$ cat config.mk
export PLATFORM = sky130hd
export DESIGN_NAME = pipe_hazard_ctrl
export DESIGN_NICKNAME = d
export VERILOG_FILES = /design/src/rtl/pipe_hazard_ctrl.sv
export SDC_FILE = /design/constraint.sdc
export NUM_CORES = 1
export LEC_CHECK = 0
export ABC_AREA = 1
export ABC_CLOCK_PERIOD_IN_PS = 1950
export BUFFER_PORTS_ARGS = -buffer_cell sky130_fd_sc_hd__buf_2
export CAP_MARGIN = 0
export CORE_ASPECT_RATIO = 0.7
export CORE_MARGIN = 2
export CORE_UTILIZATION = 38
export DETAILED_ROUTE_END_ITERATION = 10
export PLACE_DENSITY_LB_ADDON = 0.3
export SLEW_MARGIN = 20
export SYNTH_ARGS = -nofsm -noshare
export SYNTH_HDL_FRONTEND = slang
export SYNTH_SLANG_ARGS = --single-unit
$ cat constraint.sdc
create_clock -name clk -period 1.95 [get_ports clk]
set_input_delay 0.0975 -clock clk [delete_from_list [all_inputs] [get_ports clk]]
set_output_delay 0.0975 -clock clk [all_outputs]
set_load 0.02 [all_outputs]
$ cat src/rtl/pipe_hazard_ctrl.sv
// Pipeline sequencer for the 5-stage core: turns load-use hazards, data-memory
// wait states and EX-stage redirects into stall/flush/PC-load controls.
module pipe_hazard_ctrl #(
  parameter int PC_WIDTH         = 32,
  parameter int REDIRECT_BUBBLES = 1,
  parameter int CNT_WIDTH        = 16
) (
  input  logic                 clk,
  input  logic                 rst,
  input  logic [4:0]           id_rs1,
  input  logic [4:0]           id_rs2,
  input  logic                 id_rs1_used,
  input  logic                 id_rs2_used,
  input  logic                 ex_valid,
  input  logic                 ex_is_load,
  input  logic [4:0]           ex_rd,
  input  logic                 ex_redirect,
  input  logic [PC_WIDTH-1:0]  ex_target,
  input  logic                 dmem_req,
  input  logic                 dmem_ready,
  output logic                 pc_stall,
  output logic                 pc_load,
  output logic [PC_WIDTH-1:0]  pc_target,
  output logic                 if_id_stall,
  output logic                 if_id_flush,
  output logic                 id_ex_stall,
  output logic                 id_ex_flush,
  output logic                 ex_mem_stall,
  output logic [CNT_WIDTH-1:0] stall_cnt
);

  typedef enum logic [1:0] {RUN, MEM_WAIT, FLUSH} state_t;

  localparam logic [2:0] BUB_RELOAD  = 3'(REDIRECT_BUBBLES);
  localparam state_t     AFTER_REDIR = (REDIRECT_BUBBLES > 0) ? FLUSH : RUN;

  state_t              state, state_nx;
  logic                pend_vld, pend_vld_nx;
  logic [PC_WIDTH-1:0] pend_tgt, pend_tgt_nx;
  logic [2:0]          bub_cnt, bub_cnt_nx;

  logic                hazard, memwait;
  logic                do_redir, do_stall_all, do_hazard, do_flush_only;
  logic [PC_WIDTH-1:0] redir_tgt;

  assign hazard = ex_valid & ex_is_load & (ex_rd != 5'd0) &
                  ((id_rs1_used & (id_rs1 == ex_rd)) | (id_rs2_used & (id_rs2 == ex_rd)));
  assign memwait = dmem_req & ~dmem_ready;

  always_comb begin
    state_nx      = state;
    pend_vld_nx   = pend_vld;
    pend_tgt_nx   = pend_tgt;
    bub_cnt_nx    = bub_cnt;
    do_redir      = 1'b0;
    do_stall_all  = 1'b0;
    do_hazard     = 1'b0;
    do_flush_only = 1'b0;
    redir_tgt     = ex_target;

    case (state)
      RUN: begin
        if (memwait) begin
          do_stall_all = 1'b1;
          state_nx     = MEM_WAIT;
          if (ex_redirect) begin
            pend_vld_nx = 1'b1;
            pend_tgt_nx = ex_target;
          end
        end else if (ex_redirect) begin
          do_redir = 1'b1;
        end else begin
          do_hazard = hazard;
        end
      end
      MEM_WAIT: begin
        if (memwait) begin
          do_stall_all = 1'b1;
          // EX is frozen while we wait, so the first redirect seen is the one to keep
          if (ex_redirect && !pend_vld) begin
            pend_vld_nx = 1'b1;
            pend_tgt_nx = ex_target;
          end
        end else begin
          pend_vld_nx = 1'b0;
          if (pend_vld || ex_redirect) begin
            do_redir  = 1'b1;
            redir_tgt = pend_vld ? pend_tgt : ex_target;
          end else begin
            do_hazard = hazard;
            state_nx  = RUN;
          end
        end
      end
      FLUSH: begin
        if (memwait) begin
          do_stall_all = 1'b1;
        end else if (ex_redirect) begin
          do_redir = 1'b1;
        end else begin
          do_flush_only = 1'b1;
          bub_cnt_nx    = bub_cnt - 3'd1;
          if (bub_cnt == 3'd1) state_nx = RUN;
        end
      end
      default: state_nx = RUN;
    endcase

    if (do_redir) begin
      bub_cnt_nx = BUB_RELOAD;
      state_nx   = AFTER_REDIR;
    end

    pc_stall     = (do_stall_all | do_hazard) & ~rst;
    pc_load      = do_redir & ~rst;
    pc_target    = (do_redir & ~rst) ? redir_tgt : '0;
    if_id_stall  = (do_stall_all | do_hazard) & ~rst;
    if_id_flush  = (do_redir | do_flush_only) & ~rst;
    id_ex_stall  = do_stall_all & ~rst;
    id_ex_flush  = (do_redir | do_hazard) & ~rst;
    ex_mem_stall = do_stall_all & ~rst;
  end

  always_ff @(posedge clk) begin
    if (rst) begin
      state     <= RUN;
      pend_vld  <= 1'b0;
      pend_tgt  <= '0;
      bub_cnt   <= 3'd0;
      stall_cnt <= '0;
    end else begin
      state    <= state_nx;
      pend_vld <= pend_vld_nx;
      pend_tgt <= pend_tgt_nx;
      bub_cnt  <= bub_cnt_nx;
      if (pc_stall && (stall_cnt != {CNT_WIDTH{1'b1}}))
        stall_cnt <= stall_cnt + 1'b1;
    end
  end

endmodule

## Word-level counts from Yosys, hierarchy flattened

Index checks and enable logic that the tools add are counted.

- Bitwise gates (word level): 19
- Shifts and indexed selects: 0
- Divide/modulo/power cells: 0
- Mux-type cells: 42
- Magnitude comparators: 0
- $add $sub $neg: 2
- Reductions and logical operators: 17
- $mul: 0
- Eq/ne operators: 24

Operator list:

| kind | count |
|---|---|
| two-way mux 32 bit | 9 |
| case mux 32 bit (2 select lines) | 1 |
| two-way mux 1 bit | 21 |
| != test 3 bit, second input constant | 7 |
| != test 2 bit, second input constant | 9 |
| adder 16 x 1 -> 16 bit, second input constant | 1 |
| != test 16 bit, second input constant | 1 |
| two-way mux 2 bit | 7 |
| AND reduction 6 bit | 2 |
| bitwise AND 1 bit | 11 |
| == test 5 bit | 2 |
| case mux 1 bit (2 select lines) | 3 |
| case mux 2 bit (3 select lines) | 1 |
| AND reduction 3 bit | 2 |
| AND reduction 5 bit | 1 |
| nonzero test 5 bit | 1 |
| != test 2 x 1 -> 1 bit, second input constant | 2 |
| inverter 1 bit | 4 |
| OR 1 bit | 4 |
| AND reduction 4 bit | 1 |
| nonzero test 2 bit | 2 |
| OR reduction 2 bit | 2 |
| == test 3 x 1 -> 1 bit, second input constant | 1 |
| OR reduction 3 bit | 1 |
| other kinds (7) | 8 |

- Flip-flop bits (word level): 54
- Latch bits: 0
- Input port bits: 56
- Output and inout port bits: 55
- ROM bits: 0
- RAM bits: 0
- Memories: 0

## Longest topological paths before layout

Gate-level depths: netlist of the first run.

- Depth in word-level cells: 10
- Mapped depth: 12
- Mapped depth without buffers: 11

## Worst setup path after synthesis of the first run

OpenSTA, ideal clock, no wires.

- Path kind: flip-flop to flip-flop
- From: reg stall_cnt[0]
- To: reg stall_cnt[7]
- Data required time: 1.882 ns
- Stages on the path, launching flop included: 11
- Period minus slack after synthesis: 1.775 ns
- Setup time: 0.068 ns
- Slack: 0.175 ns
- Arrival: 1.707 ns
- Cell sequence: dfxtp_1 ha_1 nand2_1 nor2_2 nand2_1 nor2_2 nand3_2 nand2_4 buf_6 nand2_1 a21oi_2

- Word-level cells in the longest chain between the ends: 2
- Elaborated cells on any way between the ends: 3
- Classes of those cells: add/sub: 1; eq/ne: 1; reduce/logical: 1

RTL lines:

| item | RTL line | source |
|---|---|---|
| start, declared | 29 | `output logic [CNT_WIDTH-1:0] stall_cnt` |
| start signal, assigned | 137 | `stall_cnt <= stall_cnt + 1'b1;` |
| branches (longest 2 deep; another with adder 16 x 1 -> 16 bit) | -- |  |

Parallel ways; which one is timed is not known.
A chain may end at the register's enable or synchronous reset.

## Worst setup path in the final report of the first run

- From: reg state[0]
- To: out pc_target[4]

- Word-level cells in the longest chain between the ends: 5
- Elaborated cells on any way between the ends: 8
- Classes of those cells: eq/ne: 2; mux: 3; bitwise: 1; reduce/logical: 2

RTL lines:

| item | RTL line | source |
|---|---|---|
| start, declared | 37 | `state_t state, state_nx;` |
| start signal, assigned | 132 | `state <= state_nx;` |
| == test 2 bit or zero test 2 bit (tied branches) | 61 | `case (state)` |
| OR reduction 2 bit (no source line) | -- |  |
| case mux 1 bit (2 select lines) | 61 |  |
| bitwise AND 1 bit | 116 | `pc_target = (do_redir & ~rst) ? redir_tgt : '0;` |
| two-way mux 32 bit (*) | 116 |  |
| end, declared | 23 | `output logic [PC_WIDTH-1:0] pc_target,` |

Every way passes the cells marked *; elsewhere a longest branch is shown, timed or not.

==> impl_results.md, run 1 <==
* Status: finished clean
* Layout cells sized above 1 at 28.2%
* Post-DP Area at 0.00382 mm2
* Final-report hold violation count at 0
* Clk_lat worst skew at 0.29 ns
* Vias/cell at 4.89
* Vias in the first global route at 2954
* IO buf count at 110
* Finished Cell Area at 0.00416 mm2
* Leak at 2.02 nW
* Inserted Diodes at 0
* Finished Layout Cells at 690
* # nets final at 647
* Peak Freq at 533 MHz
* Post-synthesis compound-gate area fraction at 26.3%
* Drt first-iter violations at 138
* PnR worst setup slack at 0.0751 ns
* Slew Limit Fails at 0
* #FFs+latches synth at 54
* Largest fanout on the critical path at 5
* Hold buffers post-CTS at 0
* Worst Hold Path Cells at 3
* Kind of critical path: flop to output port
* RSZ-0062 raised after global routing: yes
* Number of H-tree levels at 2
* Placed Cells at 676
* Largest net degree at the start of global routing at 65
* Antenna-violating nets left at 0
* Power per cell area at 664 mW/mm2
* Initial antenna violation count at 0
* Total of max-cap violations at 0
* First-pass GRT wire length at 13200 um
* Post-Synth Adder-Cell Area at 1.21%
* Detailed-route DRC error count at 0
* Die area at 0.00891 mm2
* Post-layout util at 52.6%
* Clock root buffer: clkbuf_16
* XOR/XNOR Fraction of Synth Area at 3.39%
* CP required at 1.85 ns
* Pre-antenna DRT Iters at 4
* Worst-Margin Slew at 0.412 ns
* Syn Nets at 532
* GRT Overall Usage at 17.6%
* Fin Setup TNS at 0 ns
* Startpoint Class: flop
* Share of the synthesized area in the top cell type at 34.9%
* Final Wtd Congestion at 0.861
* Area growth syn-to-layout at 34.1%
* Starting Density at 39.2%
* Drt wl/cell at 12.0 um
* Drt total wl at 8260 um
* Largest cells by area after synthesis: dfxtp_1 (35%), a21oi_1 (13%), o21ai_0 (9.9%), nand2_1 (9.6%), inv_1 (7.8%)
* Simple-Gate Fraction of Synth Area at 22.2%
* Max IR drop VDD at 0.000479 V
* Dominant cell type by area after synthesis: dfxtp_1
* Vias at 3376
* Die height at 79.6 um
* I/O pin total at 111
* CP Capture Type: output port
* Worst Reg-to-Reg Cells at 9
* DP HPWL at 5660 um
* Cells after Synth at 473
* Post-place setup slack at 0.251 ns
* Syn Area/Cell at 6.55 um2
* Slew HR at 72.4%
* CTS buffer count at 5
* Core Box Area at 0.00791 mm2
* HP Class: input pin to flop
* Syn. warnings at 0
* Final Skew at 0.00890 ns
* FP Rows at 27
* CP arrival at 1.78 ns
* Die width at 112 um
* Fin crit share at 96.1%
* Synth Cell Area at 0.00310 mm2
* Max clock buf depth at 2
* Largest family of logic cells by synthesized area: compound AO/OA/AOI/OAI gates
* Final setup vio count at 0
* Mux cell area share after synthesis at 0%
* Final min period at 1.87 ns
* Post-synthesis sequential area ratio at 34.9%
* Worst hold slack at 0.0527 ns
* Final Power at 2.76 mW
* Clk sink count at 54
* Grt ovf at 0
* Clk slew on worst S/H paths at 0.08 ns
* Netlist cell types at 30
* CTS tree: yes
==> cell usage in the layout, fill, tap and decap left out, types with 6 or more instances in the layout <==
master,instances
a21oi_1,83
buf_2,88
buf_4,38
clkbuf_16,6
dfxtp_1,52
inv_1,64
nand2_1,77
nand3_1,29
nor2_1,22
nor2_2,6
o21ai_0,49
o21ai_1,19
xor2_1,7
==> sequential cells by signal, indices dropped and copies added, names as in the netlist <==
signal	flops
pend_tgt	32
state	2
bub_cnt	3
stall_cnt	16
pend_vld	1
==> routing by layer <==
metal	share of wire [%]	wire length [um]	GRT usage (%)	vias up
met3	6.8	558	3.80	5
li1	-	-	-	1786
met2	43	3580	28.1	104
met1	49	4080	24.7	1481
met5	0	0	0	-
met4	0.46	38	3.78	0
==> path summary, 6_finish.rpt <==
check / from / end / slack, ns
min reg2reg: stall_cnt[1] / stall_cnt[1] / 0.50
max reg2reg: stall_cnt[0] / stall_cnt[6] / 0.19
min: ex_target[9] / pend_tgt[9] / 0.05
max: state[0] / pc_target[4] / 0.08
==> power by group <==
group          switching (mW)  leakage [nW]  internal (mW)
Sequential             0.0419         0.442           1.19
Combinational           0.302          1.49          0.204
Clock                   0.419        0.0842          0.609
==> cell usage after synthesis <==
| cell type | count |
|---|---|
| a21oi_2 | 2 |
| nor2_4 | 1 |
| o21ai_1 | 7 |
| ha_1 | 3 |
| a21oi_1 | 83 |
| buf_1 | 1 |
| inv_1 | 64 |
| o21ai_0 | 61 |
| nor3_1 | 5 |
| nand3_2 | 1 |
| inv_2 | 3 |
| nor2_2 | 5 |
| a31oi_1 | 3 |
| nand2_1 | 79 |
| nand4_1 | 2 |
| nor2_1 | 24 |
| nand3_1 | 29 |
| nand2_4 | 1 |
| clkbuf_1 | 15 |
| buf_2 | 7 |
| buf_4 | 2 |
| a211oi_1 | 2 |
| xnor2_1 | 5 |
| buf_6 | 1 |
| nor3_4 | 2 |
| dfxtp_1 | 54 |
| xor2_1 | 7 |
| nor3_2 | 1 |
| o211ai_1 | 1 |
| nand2_2 | 2 |
==> worst max-delay path, stage by stage (launching register included) <==
cell	delay (ns)
dfxtp_4	0.36
nand2_2	0.06
inv_1	0.04
o211ai_1	0.34
nor2_2	0.08
buf_6	0.15
clkbuf_16	0.15
o21ai_1	0.07
a21oi_1	0.07
buf_4	0.17
==> kinds of logic (layout without fill, tap and decap cells) <==
| family | after synthesis | in the layout |
|---|---|---|
| buffers and inverters | 93 | 209 |
| flip-flops | 54 | 54 |
| XOR/XNOR | 12 | 12 |
| AND/OR/NAND/NOR | 152 | 152 |
| adder cells (fa/ha/maj) | 3 | 3 |
| AO/OA/AOI/OAI | 159 | 159 |
==> repair_timing <==
action | 4_1_cts | 5_1_grt
setup endpoints to repair | 13 | 34
gates cloned | 0 | 3
pin swaps | 0 | 3
setup buffers | 0 | 3
resized for setup | 2 | 51
hold endpoints to repair | 0 | 0
==> final cells by class <==
cell class / instances / area, um2
fill: 792 / 3750
multi-input combinational: 326 / 1670
sequential: 54 / 1090
timing repair buffer: 134 / 851
inverter: 67 / 251
tap: 101 / 126
clock buffer: 5 / 125
clock inverter: 3 / 43.8
Power figures use the tool's default switching activity.
==> run 2: changes to the inputs <==
Settings changed: CELL_PAD_IN_SITES_DETAIL_PLACEMENT set to 1, CELL_PAD_IN_SITES_GLOBAL_PLACEMENT set to 1, CORE_UTILIZATION 38 to 34, PLACE_DENSITY_LB_ADDON 0.3 to 0.1.
==> run 2 against run 1 <==
Combinational power is 8.5% higher. Register-to-register slack lost 0.04 ns. Sequential cell count is the same. Largest power group unchanged. Total power decreased by 0.39%. Global-route usage up 2.4 points.
==> impl_results.md, run 2 (synthesis results as in run 1) <==
* DP HPWL at 6920 um (+22%)
* Fin crit share at 97.7% (+1.5 points)
* Die area at 0.00991 mm2 (+11%)
* Grt ovf at 0 (unchanged)
* Clk_lat worst skew at 0.30 ns (about the same)
* Drt wl/cell at 14.9 um (+24%)
* Power per cell area at 649 mW/mm2 (-2.4%)
* Vias in the first global route at 3364 (+14%)
* Area growth syn-to-layout at 36.8%
* IO buf count at 110 (unchanged)
* # nets final at 644 (-0.46%)
* Number of H-tree levels at 2 (unchanged)
* Worst Hold Path Cells at 3 (unchanged)
* Max FFs per register at 32 (unchanged)
* Initial antenna violation count at 0 (unchanged)
* Status: finished clean
* Peak Freq at 525 MHz (-1.6%)
* Final Wtd Congestion at 0.768 (-11%)
* Leak at 2.03 nW (+0.49%)
* Kind of critical path: flop to output port
* Most common cell after layout, fill and taps aside: buf_2
* Biggest register: pend_tgt
* CTS tree: yes
* Die height at 83.9 um (+5.4%)
* Largest net degree at the start of global routing at 65 (unchanged)
* Top Registers: pend_tgt x32, stall_cnt x16, bub_cnt x3
* Total of max-cap violations at 0 (unchanged)
* Slew HR at 68.2% (-4.2 points)
* Final Power at 2.75 mW (-0.39%)
* Post-layout util at 47.3% (-5.3 points)
* Detailed-route DRC error count at 0 (unchanged)
* Clk sink count at 54 (unchanged)
* Fin Setup TNS at 0 ns (unchanged)
* Clk slew on worst S/H paths at 0.07 ns (about the same)
* Antenna-violating nets left at 0 (unchanged)
* Final min period at 1.90 ns (+0.0300 ns)
* Vias at 3542 (+4.9%)
* Final setup vio count at 0 (unchanged)
* FP Rows at 29 (+7.4%)
* I/O pin total at 111 (unchanged)
* Startpoint Class: flop
* First-pass GRT wire length at 16600 um (+26%)
* Starting Density at 34.6% (-4.6 points)
* Max IR drop VDD at 0.000376 V (-21%)
* Max clock buf depth at 2 (unchanged)
* Drt total wl at 10600 um (+28%)
* Core Box Area at 0.00896 mm2 (+13%)
* Layout cells sized above 1 at 29.2% (+1.0 points)
* Final Skew at 0.00387 ns (-0.00503 ns)
* CP Capture Type: output port
* Clock root buffer: clkbuf_16
* Die width at 118 um (+5.5%)
* Largest fanout on the critical path at 32 (+27)
* Inserted Diodes at 0 (unchanged)
* CP required at 1.85 ns (about the same)
* Final-report hold violation count at 0 (unchanged)
* Worst Reg-to-Reg Cells at 9 (unchanged)
* Drt first-iter violations at 149 (+8.0%)
* Vias/cell at 4.99 (+2.0%)
* CTS buffer count at 5 (unchanged)
* Worst-Margin Slew at 0.475 ns (+0.0626 ns)
* Most frequent cells in the layout: buf_2 (92), a21oi_1 (82), nand2_1 (77)
* # fillers at 1224 (+55%)
* Slew Limit Fails at 0 (unchanged)
* HP Class: input pin to flop
* CP arrival at 1.81 ns (+0.03 ns)
* GRT Overall Usage at 20.1% (+2.4 points)
* Pre-antenna DRT Iters at 4 (unchanged)
run 2: layer usage:
metal  share of wire (%)  track usage, %  wire, um
met1                  50            28.1      5300
met2                  44            31.3      4630
met3                 5.4            5.19       575
met5                   0               0         0
met4                0.49            3.61        52
run 2: cell type report:
type / instances / area [um2] / area share [%]
repair buffers: 131 / 868 / 20.5
well taps: 124 / 155 / 3.66
flip-flops and latches: 54 / 1090 / 25.7
clock buffers: 6 / 139 / 3.28
clock inverters: 2 / 17.5 / 0.413
multi-input cells: 326 / 1720 / 40.5
inverters: 67 / 251 / 5.93
run 2: repair_timing:
| action | 4_1_cts | 5_1_grt |
|---|---|---|
| setup buffers | 0 | 6 |
| hold buffers | 0 | 0 |
| pin swaps | 0 | 4 |
| resized for setup | 6 | 49 |
| gates cloned | 0 | 5 |
| setup endpoints to repair | 33 | 51 |
run 2: path summary, 6_finish.rpt:
check | startpoint | to | slack [ns]
worst min-delay path | ex_target[5] | pend_tgt[5] | 0.05
worst max register to register | stall_cnt[1] | stall_cnt[6] | 0.15
worst min register to register | stall_cnt[15] | stall_cnt[15] | 0.50
worst max-delay path | state[0] | pc_target[27] | 0.05
run 2: worst max-delay path: stages (launching register included):
cell and delay, ns:
dfxtp_4 0.40, inv_2 0.07, nor2_4 0.11, inv_2 0.07, nor2_4 0.13, nand2_2 0.11
buf_12 0.19, o21ai_0 0.18, a21oi_1 0.08, buf_2 0.16
run 2: where the power goes:
part           switching (mW)  internal (mW)
Combinational           0.330          0.218
Clock                   0.447          0.518
Sequential             0.0518           1.19
run 2: stage by stage:
stage,hold WS [ns],cells,area (um2),setup WS (ns)
6_report,0.0459,710,4240,0.0452
3_3_place_gp,0.347,691,3800,0.221
4_1_cts,0.0426,699,3970,0.00351
3_5_place_dp,0.354,691,3800,0.104
2_1_floorplan,0.245,473,3100,0.175
5_1_grt,0.0461,710,4240,-0.0390
==> run 3: changes to the inputs <==
Settings changed: ABC_CLOCK_PERIOD_IN_PS 1950 to 1700, CORE_UTILIZATION 34 to 31, CTS_CLUSTER_SIZE set to 14.
Clock period 1.95 ns to 1.7 ns, I/O delays scaled along.
==> run 3 against run 2 <==
The flow now finishes with violations (negative setup slack). Cell count up 2.8%. Clock skew up 0.0036 ns. Critical path type unchanged. Sequential cell count unchanged. Wire length up 9.8%. Design area up 12%. Global-route usage down 0.54 points. Total power up 20%. Count of clock-buffer cells in the layout unchanged. Sequential share of layout area down 2.5 points. Largest power group unchanged. Via count up 2.3%. First-iteration DRC count down 19%. Die area up 9.3%.
==> impl_results.md, run 3 (synthesis results as in run 1) <==
* CP arrival at 1.80 ns (about the same)
* Top Registers: pend_tgt x32, stall_cnt x16, bub_cnt x3
* FP Rows at 30 (+3.4%)
* Largest net degree at the start of global routing at 53 (-18%)
* HP Class: input pin to flop
* Peak Freq at 529 MHz
* Post-DP Area at 0.00387 mm2 (+1.8%)
* CP Launch Point: state[0]
* Drt wl/cell at 15.9 um (+6.8%)
* PnR worst setup slack at -0.189 ns (-0.234 ns)
* Vias/cell at 4.97 (-0.46%)
* Inserted Diodes at 0 (unchanged)
* Fin crit share at 111%
* Placed Cells at 703 (+1.7%)
* Max FFs per register at 32 (unchanged)
* IO buf count at 110 (unchanged)
* Power per cell area at 695 mW/mm2 (+7.1%)
* GRT Overall Usage at 19.5% (-0.54 points)
* Largest fanout on the critical path at 8 (-75%)
* Clock root buffer: clkbuf_16
* Max IR drop VDD at 0.000370 V (-1.5%)
* Clk sink count at 54 (unchanged)
* Slew Limit Fails at 0 (unchanged)
* First-pass GRT wire length at 17000 um (+2.3%)
* Vias at 3625 (+2.3%)
* Core Box Area at 0.00972 mm2 (+8.5%)
* Slew HR at 74.6% (+6.4 points)
* Area growth syn-to-layout at 52.8%
* Layout cells sized above 1 at 39.0% (+9.9 points)
* RSZ-0062 raised after global routing: yes
* Total of max-cap violations at 0 (unchanged)
* Grt ovf at 0 (unchanged)
* Most frequent cells in the layout: buf_2 (74), nand2_1 (73), a21oi_1 (67)
* Final setup vio count at 35 (+35)
* DP HPWL at 7040 um (+1.7%)
* Failing checks: negative setup slack
* Initial antenna violation count at 0 (unchanged)
* Final Skew at 0.00742 ns (+0.00355 ns)
* CP Capture Type: output port
* Most common cell after layout, fill and taps aside: buf_2
* Status: finished with violations
* Drt total wl at 11600 um (+9.8%)
* Clk_lat worst skew at 0.30 ns (about the same)
* Final-report hold violation count at 0 (unchanged)
* Kind of critical path: flop to output port
* Vias in the first global route at 3395 (+0.92%)
* Detailed-route DRC error count at 0 (unchanged)
* Drt first-iter violations at 120 (-19%)
* Number of H-tree levels at 2 (unchanged)
* Final Wtd Congestion at 0.799 (+4.0%)
* CTS tree: yes
* Leak at 2.18 nW (+7.6%)
* Die area at 0.0108 mm2 (+9.3%)
* Die height at 87.7 um (+4.5%)
* CP required at 1.62 ns (-0.23 ns)
* Biggest register: pend_tgt
* Finished Cell Area at 0.00473 mm2 (+12%)
* Finished Layout Cells at 730 (+2.8%)
* Hold Startpoint: ex_target[14]
* Starting Density at 31.9% (-2.7 points)
* Clk slew on worst S/H paths at 0.08 ns (about the same)
* I/O pin total at 111 (unchanged)
* Die width at 124 um (+4.6%)
* Pre-antenna DRT Iters at 5 (+1)
* CTS buffer count at 5 (unchanged)
* # nets final at 660 (+2.5%)
* Startpoint Class: flop
* Max clock buf depth at 2 (unchanged)
* Worst-Margin Slew at 0.379 ns (-0.0959 ns)
* Final min period at 1.89 ns
* RR Startpoint: stall_cnt[5]
* Antenna-violating nets left at 0 (unchanged)
## run 3: cell types whose count changed in the layout (fill, tap and decap cells not counted), moves of 3 or more
cell     change
a21oi_2     +15
nand2_1      -4
o21ai_1     -12
buf_4       +20
buf_6        +6
buf_16       +4
o21ai_0     -11
nand2_2      +3
buf_2       -18
a21oi_1     -15
dfxtp_1      -4
o21ai_2     +22
dfxtp_2      +3
## run 3: power breakdown
group          internal (mW)  leakage [nW]  switching, mW  total (mW)
clock network          0.594        0.0770          0.508        1.10
registers               1.36         0.445         0.0741        1.43
logic                  0.328          1.66          0.427       0.754
## run 3: area by class of cell
type                       count  area, um2
inverter                      67        256
sequential                    54       1100
clock buffer                   6        139
tap                          128        160
fill                        1242       4990
clock inverter                 2       17.5
multi-input combinational    327       1900
timing repair buffer         146       1160
## run 3: per-layer routing
layer / routed length, um / vias to the layer above / GRT usage, %
li1: - / 1808 / -
met1: 5680 / 1732 / 27.8
met2: 5330 / 79 / 30.9
met3: 539 / 6 / 4.69
met4: 54 / 0 / 2.38
met5: 0 / - / 0
## run 3: per-stage QoR
| stage | utilization [%] | hold WS (ns) | total power [mW] | TNS, ns | worst slack [ns] |
|---|---|---|---|---|---|
| 6_report | 48.7 | 0.0411 | 3.29 | -5.50 | -0.189 |
| 5_1_grt | 48.7 | 0.0423 | 3.46 | -9.14 | -0.263 |
| 4_1_cts | 44.3 | 0.0347 | 3.18 | -2.24 | -0.0913 |
| 3_5_place_dp | 39.8 | 0.349 | 2.00 | 0 | 0.0568 |
| 3_3_place_gp | 39.8 | 0.332 | 1.98 | 0 | 0.0201 |
| 2_1_floorplan | - | 0.233 | 1.78 | 0 | 0.0322 |
## run 3: final timing paths
check / endpoint / slack (ns) / cells past startpoint
setup reg to reg: stall_cnt[12] / 0.06 / 8
hold reg to reg: bub_cnt[1] / 0.50 / 2
setup / recovery: pc_target[1] / -0.19 / 9
hold / removal: pend_tgt[14] / 0.04 / 3
## run 3: what timing repair did
action | CTS | global route
setup endpoints to repair | 37 | 56
buffers inserted | 5 | 4
resized for setup | 57 | 95
hold buffers | 0 | 0
pin swaps | 1 | 7
gates cloned | 4 | 6
## run 3: worst max-delay path, stage by stage (launching register included)
cell	delay [ns]
dfxtp_4	0.39
nand2_4	0.05
inv_2	0.05
o211ai_1	0.13
nor2_2	0.21
buf_6	0.16
clkbuf_16	0.17
o21ai_2	0.06
a21oi_1	0.13
buf_4	0.17
